<file path="src/rtl/compass_seq_matcher.sv">
// Programmable direction-sequence detector: compares the newest symbols against a
// run-time pattern, pulses on a match, counts matches and drops stale history on idle.
//
// state     | meaning
// S_EMPTY   | no history held (fill = 0)
// S_FILLING | some history, not yet enough to complete the pattern
// S_ARMED   | fill >= len-1, the next valid symbol can complete a match
module compass_seq_matcher #(
   parameter int DIR_W          = 2,
   parameter int MAX_LEN        = 8,
   parameter int CNT_W          = 8,
   parameter int TIMEOUT_CYCLES = 16
) (
   input  logic                         clk_i,
   input  logic                         reset_i,
   input  logic [DIR_W-1:0]             direction_i,
   input  logic                         valid_i,
   input  logic                         cfg_we_i,
   input  logic [$clog2(MAX_LEN)-1:0]   cfg_addr_i,
   input  logic [DIR_W-1:0]             cfg_dir_i,
   input  logic [$clog2(MAX_LEN+1)-1:0] cfg_len_i,
   input  logic                         overlap_i,
   input  logic                         clear_i,
   output logic                         sequence_detected_o,
   output logic [CNT_W-1:0]             match_count_o,
   output logic                         busy_o
);

   localparam int ADDR_W = $clog2(MAX_LEN);
   localparam int LEN_W  = $clog2(MAX_LEN+1);
   localparam int HIST_N = MAX_LEN - 1;
   localparam int IDLE_W = (TIMEOUT_CYCLES > 1) ? $clog2(TIMEOUT_CYCLES+1) : 1;

   localparam logic [LEN_W-1:0]  FILL_MAX = LEN_W'(MAX_LEN-1);
   localparam logic [LEN_W-1:0]  LEN_MAX  = LEN_W'(MAX_LEN);
   localparam logic [CNT_W-1:0]  CNT_MAX  = '1;
   localparam logic [IDLE_W-1:0] IDLE_TC  = IDLE_W'(TIMEOUT_CYCLES-1);

   localparam logic [1:0] S_EMPTY   = 2'd0;
   localparam logic [1:0] S_FILLING = 2'd1;
   localparam logic [1:0] S_ARMED   = 2'd2;

   logic [DIR_W-1:0]  r_pat  [MAX_LEN];
   logic [DIR_W-1:0]  r_hist [HIST_N];
   logic [LEN_W-1:0]  r_len;
   logic [LEN_W-1:0]  r_fill;
   logic [IDLE_W-1:0] r_idle;
   logic [CNT_W-1:0]  r_cnt;
   logic              r_det;
   logic              r_busy;

   logic [1:0]        w_state;
   logic              w_match;
   logic              w_timeout;
   logic              w_shift;
   logic [LEN_W-1:0]  w_fill_nxt;
   logic [LEN_W-1:0]  w_len_clamp;

   assign w_len_clamp = (cfg_len_i > LEN_MAX) ? LEN_MAX : cfg_len_i;

   always_comb begin
      w_state = S_FILLING;
      if (r_len != '0 && (r_fill + LEN_W'(1)) >= r_len)
         w_state = S_ARMED;
      else if (r_fill == '0)
         w_state = S_EMPTY;
   end

   // hist[j] (j-th newest) must equal pat[len-2-j]; the incoming symbol closes pat[len-1]
   always_comb begin
      w_match = valid_i && (w_state == S_ARMED) &&
                (direction_i == r_pat[ADDR_W'(r_len - LEN_W'(1))]);
      for (int j = 0; j < HIST_N; j++) begin
         if (LEN_W'(j+2) <= r_len && r_hist[j] != r_pat[ADDR_W'(r_len - LEN_W'(j+2))])
            w_match = 1'b0;
      end
   end

   assign w_timeout = (TIMEOUT_CYCLES != 0) && !valid_i && (r_fill != '0) && (r_idle == IDLE_TC);
   assign w_shift   = !cfg_we_i && !clear_i && valid_i && !(w_match && !overlap_i);

   always_comb begin
      w_fill_nxt = r_fill;
      if (cfg_we_i || clear_i || w_timeout)
         w_fill_nxt = '0;
      else if (valid_i) begin
         if (w_match && !overlap_i)
            w_fill_nxt = '0;
         else if (r_fill < FILL_MAX)
            w_fill_nxt = r_fill + LEN_W'(1);
      end
   end

   always_ff @(posedge clk_i or posedge reset_i) begin
      if (reset_i) begin
         for (int i = 0; i < MAX_LEN; i++) r_pat[i] <= '0;
         for (int i = 0; i < HIST_N; i++) r_hist[i] <= '0;
         r_len  <= '0;
         r_fill <= '0;
         r_idle <= '0;
         r_cnt  <= '0;
         r_det  <= 1'b0;
         r_busy <= 1'b0;
      end else begin
         r_fill <= w_fill_nxt;
         r_busy <= (w_fill_nxt != '0);
         r_det  <= !cfg_we_i && !clear_i && w_match;

         if (cfg_we_i) begin
            r_pat[cfg_addr_i] <= cfg_dir_i;
            r_len             <= w_len_clamp;
         end

         if (cfg_we_i || clear_i || w_timeout || valid_i)
            r_idle <= '0;
         else if (r_fill != '0 && TIMEOUT_CYCLES != 0)
            r_idle <= r_idle + IDLE_W'(1);

         if (!cfg_we_i) begin
            if (clear_i)
               r_cnt <= '0;
            else if (w_match && r_cnt != CNT_MAX)
               r_cnt <= r_cnt + CNT_W'(1);
         end

         if (w_shift) begin
            r_hist[0] <= direction_i;
            for (int i = 1; i < HIST_N; i++) r_hist[i] <= r_hist[i-1];
         end
      end
   end

   assign sequence_detected_o = r_det;
   assign match_count_o       = r_cnt;
   assign busy_o              = r_busy;

endmodule

</file>
<file path="config.mk">
export PLATFORM = sky130hd
export DESIGN_NAME = compass_seq_matcher
export DESIGN_NICKNAME = d
export VERILOG_FILES = /design/src/rtl/compass_seq_matcher.sv
export SDC_FILE = /design/constraint.sdc
export NUM_CORES = 1
export LEC_CHECK = 0
export CAP_MARGIN = 25
export CORE_MARGIN = 10
export CORE_UTILIZATION = 54
export CTS_CLUSTER_SIZE = 8
export DETAILED_ROUTE_END_ITERATION = 16
export HOLD_SLACK_MARGIN = 0.1
export PLACE_DENSITY = 0.77
export RECOVER_POWER = 100
export SLEW_MARGIN = 20
export SYNTH_ARGS = -nofsm -noshare
export SYNTH_HDL_FRONTEND = slang
export SYNTH_SLANG_ARGS = --single-unit
</file>
<file path="constraint.sdc">
create_clock -name clk_i -period 3.8 [get_ports clk_i]
set_input_delay 0.95 -clock clk_i [delete_from_list [all_inputs] [get_ports clk_i]]
set_output_delay 0.95 -clock clk_i [all_outputs]
set_load 0.005 [all_outputs]
</file>
# ---- Word-level counts from Yosys, hierarchy flattened
# Cells that the tools add are included.
dict set report op_classes {
  mux 45
  n_reduce_logical 34
  addsub 11
  magnitude_cmp 20
  eq_ne 11
  bitwise 10
}
# cell n
set op_table {}
lappend op_table {{2-bit binary-select mux with 3-bit select} 8}
lappend op_table {{4-bit >= comparator (second input constant)} 9}
lappend op_table {{2-bit 2-to-1 mux} 18}
lappend op_table {{3-bit inverter with 4-bit output} 9}
lappend op_table {{4-bit 2-to-1 mux} 5}
lappend op_table {{1-bit logical AND} 19}
lappend op_table {{16-bit bitwise mux} 1}
lappend op_table {{3-bit by 4-bit less-or-equal comparator with 1-bit output (first input constant)} 4}
lappend op_table {{8-bit 2-to-1 mux} 2}
lappend op_table {{2-bit != test} 7}
lappend op_table {{4-bit nonzero test} 3}
lappend op_table {{3-bit subtractor (second input constant)} 4}
lappend op_table {{5-bit 2-to-1 mux} 2}
lappend op_table {{8-bit by 1-bit adder with 8-bit output (second input constant)} 1}
lappend op_table {{2-bit by 4-bit less-or-equal comparator with 1-bit output (first input constant)} 2}
lappend op_table {{1-bit 2-to-1 mux} 8}
lappend op_table {{8-bit != test (second input constant)} 1}
lappend op_table {{2-bit demux with 3-bit select} 1}
lappend op_table {{3-bit by 1-bit subtractor with 3-bit output (second input constant)} 2}
lappend op_table {{3-bit by 2-bit subtractor with 3-bit output (second input constant)} 2}
lappend op_table {{5-bit by 1-bit adder with 5-bit output (second input constant)} 1}
lappend op_table {{5-bit by 4-bit == test with 1-bit output (second input constant)} 1}
lappend op_table {{1-bit logical NOT} 5}
lappend op_table {{4-bit by 1-bit adder with 4-bit output (second input constant)} 1}
lappend op_table {{other kinds (12)} 15}
dict set report totals {
  regBits 53
  output_inout_bits 10
  inputBits 17
}

# ---- Logic depth before layout (Yosys ltp)
dict set report depth {
  word_depth 19
  depth_mapped 14
  depth_no_buf 11
}

# ---- Worst setup path before layout
# Ideal clock, no wire load.
dict set report synth_path {
  path_type {flip-flop to flip-flop}
  startpoint {register r_len[1]}
  endpoint {register r_hist[0] in the netlist's numbering}
  period_less_slack_ns 3.740
  setup_time_ns 0.125
  n_path_buf 4
  arrival_ns 3.615
  required_time_ns 3.675
  stages_incl_launch_ff 15
  slack_ns 0.060
  cell_sequence {dfrtp_1 -> clkbuf_1 -> inv_1 -> ha_1 -> buf_4 -> buf_8 -> mux2i_1 -> mux4_2 -> nor4b_1 -> o221ai_1 -> nor4_4 -> nand2_2 -> o211ai_2 -> buf_4 -> mux2_2}
}
dict set report synth_via {
  elab_chain_cells 17
  word_cells_on_any_way 79
  cone_classes {add/sub (8); order compare (8); eq/ne (9); mux (32); bitwise (8); reduce/logical (14)}
}
# element line
set synth_lines {}
lappend synth_lines {{from (decl)} 45} ;# logic [LEN_W-1:0] r_len;
lappend synth_lines {{from (signal assigned)} 111} ;# r_len <= w_len_clamp;
lappend synth_lines {{3-bit by 1-bit subtractor with 3-bit output / 3-bit by 2-bit subtractor with 3-bit output (equally long branches)} {72, 74}}
lappend synth_lines {{3-bit inverter with 4-bit output (on tied branches)} {72, 74}}
lappend synth_lines {{2-bit binary-select mux with 3-bit select (on tied branches)} {72, 74}}
lappend synth_lines {{2-bit 2-to-1 mux (on tied branches) (2 in series)} {72, 74}}
lappend synth_lines {{2-bit == test / 2-bit != test (equally long branches)} {72, 74}}
lappend synth_lines {{1-bit logical AND (on tied branches)} {71, 74}}
lappend synth_lines {{1-bit 2-to-1 mux (6 in series)} 74} ;# if (LEN_W'(j+2) <= r_len && r_hist[j] != r_pat[ADDR_W'(r_len - LEN_W'(j+2))])
lappend synth_lines {{1-bit 2-to-1 mux (*)} 74}
lappend synth_lines {{1-bit logical AND (*)} 80} ;# assign w_shift = !cfg_we_i && !clear_i && valid_i && !(w_match && !overlap_i);
lappend synth_lines {{1-bit logical NOT (*)} 80}
lappend synth_lines {{1-bit logical AND (*)} 80}
lappend synth_lines {{to (decl)} 44} ;# logic [DIR_W-1:0] r_hist [HIST_N];
# Mark *: on every way between the ends. The rest lies on a longest branch, timed or not. The select of a mux whose other input is x is not followed.
# A chain may end at the register's enable or synchronous reset.

# ---- Worst setup path after layout
dict set report layout_path {
  startpoint {register r_len[1]}
  endpoint {register r_cnt[6], in the netlist match_count_o[6]}
}
dict set report layout_via {
  elab_chain_cells 17
  word_cells_on_any_way 79
  cone_classes {add/sub (8); order compare (8); eq/ne (9); mux (32); bitwise (8); reduce/logical (14)}
}
# element line
set layout_lines {}
lappend layout_lines {{3-bit by 1-bit subtractor with 3-bit output / 3-bit by 2-bit subtractor with 3-bit output (equally long branches)} {72, 74}}
lappend layout_lines {{3-bit inverter with 4-bit output (on tied branches)} {72, 74}}
lappend layout_lines {{2-bit binary-select mux with 3-bit select (on tied branches)} {72, 74}}
lappend layout_lines {{2-bit 2-to-1 mux (on tied branches) (2 in series)} {72, 74}}
lappend layout_lines {{2-bit == test / 2-bit != test (equally long branches)} {72, 74}}
lappend layout_lines {{1-bit logical AND (on tied branches)} {71, 74}}
lappend layout_lines {{1-bit 2-to-1 mux (6 in series)} 74}
lappend layout_lines {{1-bit 2-to-1 mux (*)} 74}
lappend layout_lines {{1-bit logical AND (*)} 122} ;# else if (w_match && r_cnt != CNT_MAX)
lappend layout_lines {{2-bit nonzero test (no source line) (*)} -}
lappend layout_lines {{2-bit AND reduction (no source line) (*)} -}
lappend layout_lines {{to (signal assigned)} 123} ;# r_cnt <= r_cnt + CNT_W'(1);
lappend layout_lines {{to (decl)} 48} ;# logic [CNT_W-1:0] r_cnt;
# Marked as above.

==> impl_metrics.py <==
metrics = {
    "place": {
        "gp_congestion": 0.8563,
        "io_buffers": 26,
        "placed_cell_area_mm2": 0.004167,
        "place_hpwl_um": 6239,
        "placedCellCount": 459,
    },
    "global_routing": {
        "globalRouteTotalUtil": 0.1560,
        "grt_overflow": 0,
        "grt_start_max_net_pins": 28,
        "grt_pass1_wl_um": 14430,
        "grt_pass1_vias": 2894,
        "antenna_found_initial": 0,
    },
    "clock_network": {
        "clk_transition_reported_paths_ps": 90,
        "cts.sinks": 53,
        "clk_latency_ps": 310,
        "cts_resized": 1,
        "holdBufCountCts": 0,
        "htree_levels": 2,
        "cts_root_buffer": "clkbuf_8",
        "cts_tree": "yes",
        "cts_made_buffers": 5,
        "clockBufferDepth": 2,
        "cts_setup_buffers": 0,
    },
    "final_layout": {
        "drive_gt1_frac": 0.1968,
        "final_nets": 401,
        "postLayoutCellArea_mm2": 0.004255,
        "final_cells": 467,
        "syn2layout_area_growth_pct": 12.84,
        "antennaDiodeCount": 0,
    },
    "timing": {
        "finalSetupTns_ps": 0,
        "finalSetupViolCount": 0,
        "min_period_ps": 3614,
        "drv_slew": 0,
        "fin_crit_sh": 0.9510,
        "max-slew-margin-rel": 0.05918,
        "worst_slew_pin_slew_ps": 1411,
        "skew_ps": 7.714,
        "timing_hold_violations_final": 0,
        "timing.hold.ws_ps": 530.4,
        "fmax_mhz": 276.7,
        "rsz0062_at_grt": "false",
    },
    "critical_path": {
        "required_ps": 4000,
        "cpMaxStageDelayCell": "ha_2",
        "crit_type": "flip-flop to flip-flop",
        "end_kind": "flip-flop",
        "start_kind": "flip-flop",
        "cpPeakStageDelay_ps": 590,
        "cp_max_fo": 14,
        "crit_top_cell": "mux2i_1",
        "cp_top_family": "simple AND/OR/NAND/NOR gates",
        "crit_chain": "inv_1 > ha_2 > mux2i_1 > mux4_2 > mux2i_1 > o221ai_1 > nor4_4 > nand2_2 > clkbuf_1 > or4_1 > o221a_2",
        "worstPathArrival_ps": 3820,
        "path_buf_inv": 2,
    },
    "yosys": {
        "synthCells": 340,
        "ys_seq_area_frac": 0.3517,
        "mappedNetlistArea_mm2": 0.003771,
        "synth_cell_type_count": 57,
        "syn_avg_cell_area_um2": 11.09,
        "synth_edf_count": 0,
        "synth_nets": 371,
        "ys.flop_type": "dfrtp_1",
        "ys_seq_elements": 53,
        "synth_async_sr_flop_share": 1.000,
        "yosysWarnings": 0,
    },
    "routing": {
        "finalWirelength_um": 8258,
        "ant_nets": 0,
        "drc": 0,
        "dr.pass1.iters": 4,
        "avgViaCountPerCell": 6.032,
        "wl_per_cell_um": 17.68,
        "vias": 2817,
        "initialDrtViolationCount": 120,
    },
    "floorplanning": {
        "die_x_um": 103.6,
        "die_h_um": 103.6,
        "die_area_mm2": 0.01073,
        "io_pins": 27,
        "floorplan.rows": 30,
        "core_area_mm2": 0.006794,
        "initial_core_util": 0.5551,
    },
    "outcome": {
        "status": "complete, no violations",
    },
    "pwr": {
        "power.density_mw_per_mm2": 432.6,
        "p_leak_uw": 0.001837,
        "vdd_ir_drop_max_uv": 274.2,
    },
    "hold_path": {
        "hold_class": "flip-flop to flip-flop",
    },
    "run": {
        "maxCapViolCount": 0,
    },
}
## metrics by stage
step | worst slack (ps) | total power (uW) | utilization
2_1_floorplan | 59.85 | 1320 | -
3_3_place_gp | 178.8 | 1468 | 0.6103
3_5_place_dp | -42.95 | 1502 | 0.6133
4_1_cts | 39.87 | 1852 | 0.6285
5_1_grt | 24.57 | 1958 | 0.6263
6_report | 186.2 | 1841 | 0.6263
## Yosys cell counts (all sizes together), types with 2 or more instances
master | n | area [um^2]
dfrtp | 53 | 1326
mux2i | 36 | 360.4
mux2 | 30 | 337.8
nor2 | 22 | 82.58
a21oi | 17 | 85.08
mux4 | 17 | 382.9
ha | 14 | 175.2
inv | 14 | 52.55
nor3 | 14 | 70.07
nand2 | 13 | 51.30
xor2 | 13 | 113.9
buf | 9 | 81.32
xnor2 | 9 | 78.83
clkbuf | 7 | 26.28
nand3 | 7 | 35.03
o21ai | 6 | 30.03
nor3b | 5 | 37.54
nand2b | 4 | 25.02
nor4 | 4 | 40.04
nand4b | 3 | 26.28
nor2b | 3 | 18.77
o311a | 3 | 30.03
or4 | 3 | 26.27
a22oi | 2 | 15.01
a311o | 2 | 20.02
a41oi | 2 | 17.52
and2 | 2 | 12.51
and3 | 2 | 12.51
nand4 | 2 | 12.51
nor4b | 2 | 17.52
o211ai | 2 | 20.02
## routing by layer
layer	vias up	GRT usage	part of all wire
met3	13	0.02726	0.037
li1	1341	-	-
met4	0	0.04536	0.011
met1	1416	0.2133	0.46
met5	-	0	0
met2	47	0.2455	0.49
## kinds of logic after synthesis
| family | after synthesis | share of synthesized area |
|---|---|---|
| buffers and inverters | 30 | 0.04247 |
| XOR/XNOR | 22 | 0.05110 |
| AND/OR/NAND/NOR | 90 | 0.1317 |
| flip-flops | 53 | 0.3517 |
| multiplexers | 83 | 0.2867 |
| adder cells (fa/ha/maj) | 14 | 0.04645 |
| AO/OA/AOI/OAI | 48 | 0.08992 |
## power by group
part / total, uW / internal, uW / leakage, uW / switching, uW
Combinational: 669 / 379 / 0.00110 / 290
Clock: 350 / 165 / 0.0000542 / 184
Sequential: 822 / 673 / 0.000679 / 149
Total: 1840 / 1220 / 0.00184 / 624
## worst paths after layout
kind | end | cells past startpoint | slack, ps | startpoint
min in group asynchronous | match_count_o[4] | 2 | 1320 | reset_i
worst max register to register | match_count_o[6] | 11 | 190 | r_len[1]
max in group asynchronous | r_hist[2] | 3 | 650 | reset_i
worst max-delay path | match_count_o[6] | 11 | 190 | r_len[1]
worst min register to register | r_idle[4] | 2 | 530 | r_idle[4]
worst min-delay path | r_idle[4] | 2 | 530 | r_idle[4]
## flip-flops by register name (all words and copies together), names as in the netlist
| signal | flops |
|---|---|
| r_fill | 4 |
| sequence_detected_o | 1 |
| r_len | 4 |
| busy_o | 1 |
| r_hist | 14 |
| r_idle | 5 |
| r_pat | 16 |
| match_count_o | 8 |
## worst min-delay path: cells and delay by family, from the launching register on
| kind | cells | cell delay, ps |
|---|---|---|
| DFF | 1 | 360 |
| and+or+nand+nor | 1 | 80 |
| AOI/OAI and AO/OA | 1 | 60 |
## cells in the final DEF (no fill, tap or decap), drive strengths merged, types with 14 or more instances in the layout
master,n
nor3,14
mux2,30
a21oi,17
dfrtp,53
inv,14
mux2i,36
nor2,22
ha,14
mux4,17
clkdlybuf4s50,14
## cell type report
cell class	count	area [um^2]
Fill cell	570	2539
Multi-Input combinational cell	257	2300
Sequential cell	53	1326
Timing Repair Buffer	39	355.3
Tap cell	96	120.1
Clock buffer	7	96.34
Inverter	14	52.55
Clock inverter	1	5.005
Note: power is estimated with default switching activity, not from simulation.
